$ cat src/rtl/ssd_scan_ctrl.sv
// Multiplexed seven-segment scanner for the board debug display.
// Picks one source word, shows a page of its nibbles MSD first.
//
// Ports:
//   clock    system clock, rising edge
//   reset    asynchronous active-low reset
//   src_bus  NUM_SRC words of DATA_W bits, word k at [k*DATA_W +: DATA_W]
//   sel      source index (switch, asynchronous)
//   page     nibble-window index (switch, asynchronous)
//   blank_lz leading-zero blanking enable (switch, asynchronous)
//   freeze   hold the displayed value (switch, asynchronous)
//   annode   one-hot digit enables, active-high, bit 0 = least significant
//   cathod   segments {a,b,c,d,e,f,g}, active-low
module ssd_scan_ctrl #(
    parameter int NUM_DIGITS = 4,
    parameter int DATA_W     = 32,
    parameter int NUM_SRC    = 32,
    parameter int SEL_W      = 6,
    parameter int PAGE_W     = 1,
    parameter int DIV        = 200000
) (
    input  logic                      clock,
    input  logic                      reset,
    input  logic [NUM_SRC*DATA_W-1:0] src_bus,
    input  logic [SEL_W-1:0]          sel,
    input  logic [PAGE_W-1:0]         page,
    input  logic                      blank_lz,
    input  logic                      freeze,
    output logic [NUM_DIGITS-1:0]     annode,
    output logic [6:0]                cathod
);

    localparam int WIN_W = 4 * NUM_DIGITS;
    localparam int PW    = $clog2(NUM_DIGITS);
    localparam int CW    = $clog2(DIV);
    localparam int SW    = SEL_W + PAGE_W + 2;

    localparam logic [PW-1:0] P_TOP = PW'(NUM_DIGITS - 1);
    localparam logic [CW-1:0] C_TOP = CW'(DIV - 1);

    logic [SW-1:0]     sw_m;
    logic [SW-1:0]     sw_s;
    logic [SEL_W-1:0]  sel_s;
    logic [PAGE_W-1:0] page_s;
    logic              blz_s;
    logic              frz_s;

    logic [CW-1:0]     cnt;
    logic              tick;
    logic [PW-1:0]     p;
    logic [WIN_W-1:0]  frame_val;
    logic [DATA_W-1:0] word;
    logic [WIN_W-1:0]  window;
    logic [3:0]        nib;
    logic              blank;

    function automatic logic [6:0] hex7(input logic [3:0] n);
        case (n)
            4'h0: hex7 = 7'h01;
            4'h1: hex7 = 7'h4F;
            4'h2: hex7 = 7'h12;
            4'h3: hex7 = 7'h06;
            4'h4: hex7 = 7'h4C;
            4'h5: hex7 = 7'h24;
            4'h6: hex7 = 7'h20;
            4'h7: hex7 = 7'h0F;
            4'h8: hex7 = 7'h00;
            4'h9: hex7 = 7'h04;
            4'hA: hex7 = 7'h08;
            4'hB: hex7 = 7'h60;
            4'hC: hex7 = 7'h31;
            4'hD: hex7 = 7'h42;
            4'hE: hex7 = 7'h30;
            4'hF: hex7 = 7'h38;
        endcase
    endfunction

    // All switch inputs share one two-flop synchroniser.
    always_ff @(posedge clock or negedge reset) begin
        if (!reset) begin
            sw_m <= '0;
            sw_s <= '0;
        end else begin
            sw_m <= {sel, page, blank_lz, freeze};
            sw_s <= sw_m;
        end
    end

    assign {sel_s, page_s, blz_s, frz_s} = sw_s;

    // Out-of-range selects leave the word at zero.
    always_comb begin
        word = '0;
        for (int k = 0; k < NUM_SRC; k++) begin
            if (int'(sel_s) == k) begin
                word = src_bus[k*DATA_W +: DATA_W];
            end
        end
    end

    // Zero-extend so pages past the top of the word read as zero.
    assign window = WIN_W'({{WIN_W{1'b0}}, word} >> (int'(page_s) * WIN_W));

    assign tick  = (cnt == C_TOP);
    assign nib   = frame_val[{p, 2'b00} +: 4];
    assign blank = blz_s && (p != '0) && ((frame_val >> {p, 2'b00}) == '0);

    always_ff @(posedge clock or negedge reset) begin
        if (!reset) begin
            cnt <= '0;
        end else begin
            cnt <= tick ? '0 : cnt + CW'(1);
        end
    end

    // The digit-0 nibble is taken from the old frame_val on the
    // capture tick, so every frame is shown from a single snapshot.
    always_ff @(posedge clock or negedge reset) begin
        if (!reset) begin
            p         <= P_TOP;
            frame_val <= '0;
            annode    <= '0;
            cathod    <= 7'h7F;
        end else if (tick) begin
            annode <= NUM_DIGITS'(1) << p;
            cathod <= blank ? 7'h7F : hex7(nib);
            if (p == '0) begin
                p <= P_TOP;
                if (!frz_s) begin
                    frame_val <= window;
                end
            end else begin
                p <= p - PW'(1);
            end
        end
    end

endmodule

$ cat config.mk
export PLATFORM = sky130hd
export DESIGN_NAME = ssd_scan_ctrl
export DESIGN_NICKNAME = d
export VERILOG_FILES = /design/src/rtl/ssd_scan_ctrl.sv
export SDC_FILE = /design/constraint.sdc
export NUM_CORES = 1
export LEC_CHECK = 0
export CORE_AREA = 2 2 408 410
export CTS_BUF_LIST = sky130_fd_sc_hd__clkbuf_8
export CTS_CLUSTER_DIAMETER = 120
export CTS_CLUSTER_SIZE = 10
export DETAILED_ROUTE_END_ITERATION = 8
export DIE_AREA = 0 0 410 412
export GPL_TIMING_DRIVEN = 0
export RECOVER_POWER = 25
export SLEW_MARGIN = 20
export SYNTH_ARGS = -nofsm -noshare
export SYNTH_HDL_FRONTEND = slang
export SYNTH_SLANG_ARGS = --single-unit
$ cat constraint.sdc
create_clock -name clock -period 6.3 [get_ports clock]
set_input_delay 1.26 -clock clock [delete_from_list [all_inputs] [get_ports clock]]
set_output_delay 1.26 -clock clock [all_outputs]
set_load 0.03 [all_outputs]
==> flow_summary.ini <==
[floorplanning]
dieHeight_um = 412
rows = 149
core-area_mm2 = 0.164
die-area_mm2 = 0.169
ios = 1046
die_x_um = 410
start_util_pct = 7.92

[drt]
viasPerCell = 4.80
ant_nets = 0
routedWlPerCell_um = 53.7
drc_errors = 0
drt-initial-drc-count = 3204
wl_um = 273000
drt_pre_antenna_iters = 6
vias = 24400

[clock_tree]
cts_made_buffers = 9
clock-sinks = 65
cts_buffer_depth = 2
postCtsSetupRepairBufs = 0
cts_hold_buf = 0
cts_tree = done
ctsHtreeMaxLevel = 3
clkTransAtPathRegs_ns = 0.11
root_buffer = clkbuf_8
clk_latency_ns = 0.44
cts_resized = 0

[place]
io_buffer_count = 1045
dp_hpwl_um = 228000
post_dp_cell_area_mm2 = 0.0270
pre_cts_ws_ns = 0.361
gp_congestion = 0.943

[yosys]
synthTopCellsByArea = dfrtp_1 (11%), mux4_2 (8.8%), o21ai_0 (7.2%), a21oi_1 (6.0%), mux2i_1 (5.5%)
syn-instance-count = 1731
synth-edff-count = 0
ys_seq_elements = 65
synthesis.area_mm2 = 0.0130
synthDominantCellAreaShare_pct = 10.8
ys_seq_area_share_pct = 12.6
yosysTopAreaCell = dfrtp_1
avgSynthCellArea_um2 = 7.52
ys_async_sr_fraction_pct = 100
synth_flop_cell = dfrtp_1
synth_fp_nets = 2777
ys.warnings.count = 0
ys_types = 94

[sta]
hold_violations = 0
setup_ws_ns = 0.326
fmaxAchievable_mhz = 167
finalCriticalPeriod_ns = 5.97
setup-tns-final_ns = 0
relSlewSlack_pct = -55.2
post-route-period-util_pct = 94.8
tightest_slew_ns = 2.33
setup_viol = 0
clock_skew_ns = 0.0295
rsz0062_at_grt = false
slew_viol_final = 30

[power]
power.internal_mw = 1.47
switching_power_mw = 1.28
combinationalPowerShare_pct = 68.3
powerDensity_mw_per_mm2 = 100
pwr-share-clk_pct = 16.1
pwr-share-seq_pct = 15.6
swShare_pct = 46.5
ir_drop_uv = 110
p_total_mw = 2.75
p_leak_nw = 9.28

[cells_and_area]
multiInputGateArea_mm2 = 0.0106
drive_gt1_share_pct = 13.3
seqCellArea_mm2 = 0.00164
final_cell_area_mm2 = 0.0274
fillers = 18700
syn_to_final_growth_pct = 111
fin_nets = 3866

[global_route]
grt_pass1_wl_um = 322000
grt_pass1_vias = 23200
grt_overflow = 0
antenna_found_initial = 218
grt_usage_pct = 30.9
grt_max_degree = 37

[setup_path]
slowest_stage = buf_2
critical_path_class = reg -> reg
cpLargestDelayFamily = buffers and inverters
cp-end-kind = register
critPathLaunchType = register
timing.critical_path.mode_cell = buf_4
critical_path.max_fanout = 11
cp.arrival_ns = 6.25
critPathBufInv = 5
cpPeakStageDelay_ns = 0.85
cp.required_ns = 6.57
cp_cell_sequence = buf_2 > buf_4 > buf_4 > buf_2 > buf_4 > mux2i_1 > o21ai_0 > a21oi_1 > o22ai_1 > a21oi_1 > o41ai_1

[status]
violations = max-capacitance violations, max-slew violations
outcome = complete, but fails checks

[hold_path]
worst_hold_path_type = reg -> reg

[job]
maxCapViolCount = 1
## cells by family after synthesis
family	count (synthesis)	synth area share (%)
AO/OA/AOI/OAI	773	39.7
AND/OR/NAND/NOR	497	19.0
flip-flops	65	12.6
XOR/XNOR	17	1.14
adder cells (fa/ha/maj)	11	1.06
buffers and inverters	191	7.47
multiplexers	177	19.1
## stage by stage
step,hold slack [ns],cells,utilization [%]
after global routing,0.332,5043,16.6
final,0.324,5080,16.7
after floorplan,0.331,1731,-
after detailed placement,0.336,4998,16.4
after CTS,0.314,5014,16.6
after global placement,0.336,4965,16.0
## path summary, 6_finish.rpt
| check | startpoint | to | slack [ns] | cells past startpoint |
|---|---|---|---|---|
| worst max-delay path | sw_s[3] | frame_val[10] | 0.33 | 11 |
| worst min-delay path | sw_m[3] | sw_s[3] | 0.32 | 0 |
| worst max register to register | sw_s[3] | frame_val[10] | 0.33 | 11 |
| worst min register to register | sw_m[3] | sw_s[3] | 0.32 | 0 |
| max in group asynchronous | reset | sw_s[6] | 3.43 | 1 |
| min in group asynchronous | reset | sw_m[0] | 1.52 | 1 |
## cells in the mapped netlist (9+ instances only)
cell type	n
a211oi_1	24
a21oi_1	156
a221o_1	9
a221oi_1	32
a222oi_1	10
a22o_1	12
a22oi_1	29
a2bb2oi_1	10
a31oi_1	27
a32oi_1	14
and2_1	9
and3_1	14
buf_1	9
buf_2	85
buf_4	17
buf_6	11
clkbuf_1	54
dfrtp_1	56
dfstp_2	9
ha_1	11
inv_1	12
mux2_2	55
mux2i_1	71
mux4_2	51
nand2_1	136
nand2b_1	11
nand3_1	45
nand4_1	12
nor2_1	144
nor2b_1	34
nor3_1	31
nor4_1	10
o2111ai_1	12
o211ai_1	23
o21a_1	9
o21ai_0	186
o221ai_1	28
o22a_1	15
o22ai_1	79
o31ai_1	10
xor2_1	9
## metal layers
layer	up-vias	GRT usage (%)	wire length [um]
li1	9174	-	-
met1	12400	38.2	109000
met2	2162	49.1	122000
met3	533	9.15	26300
met4	130	14.1	14200
met5	-	0	1010
## layout by cell type, fill, tap and decap left out, types with 27 or more instances in the layout
cell type | netlist | routed
nor2_1 | 144 | 136
clkdlybuf4s50_1 | 0 | 1044
a221oi_1 | 32 | 30
dfrtp_1 | 56 | 56
o21ai_0 | 186 | 180
o221ai_1 | 28 | 27
diode_2 | 0 | 66
nor2b_1 | 34 | 34
mux2_2 | 55 | 55
clkbuf_2 | 2 | 32
mux4_2 | 51 | 51
o22ai_1 | 79 | 77
mux2i_1 | 71 | 71
a22oi_1 | 29 | 29
nor3_1 | 31 | 31
nand3_1 | 45 | 45
nand2_1 | 136 | 135
buf_2 | 85 | 92
a21oi_1 | 156 | 156
## power groups by stage
| stage | Sequential (mW) | Combinational, mW | Clock [mW] |
|---|---|---|---|
| after global routing | 0.430 | 1.88 | 0.459 |
| after detailed placement | 0.437 | 1.85 | 0 |
| after CTS | 0.429 | 1.86 | 0.450 |
| after floorplan | 0.434 | 0.411 | 0 |
| after global placement | 0.437 | 1.80 | 0 |
| final | 0.429 | 1.88 | 0.442 |
## flip-flops by register name, summed over array words and instances (netlist names)
register   cells
sw_s           9
cathod         7
annode         4
p              2
frame_val     16
cnt           18
sw_m           9
## cell type report
| class | instances | area share (%) |
|---|---|---|
| clock inverter | 4 | 0.164 |
| tap | 2189 | 10.0 |
| antenna | 66 | 0.603 |
| sequential | 65 | 5.98 |
| timing repair buffer | 1078 | 40.4 |
| multi-input combinational | 1475 | 38.5 |
| inverter | 13 | 0.178 |
| buffer | 178 | 3.55 |
| clock buffer | 12 | 0.603 |
No activity file was read; power rests on OpenSTA's default activity.
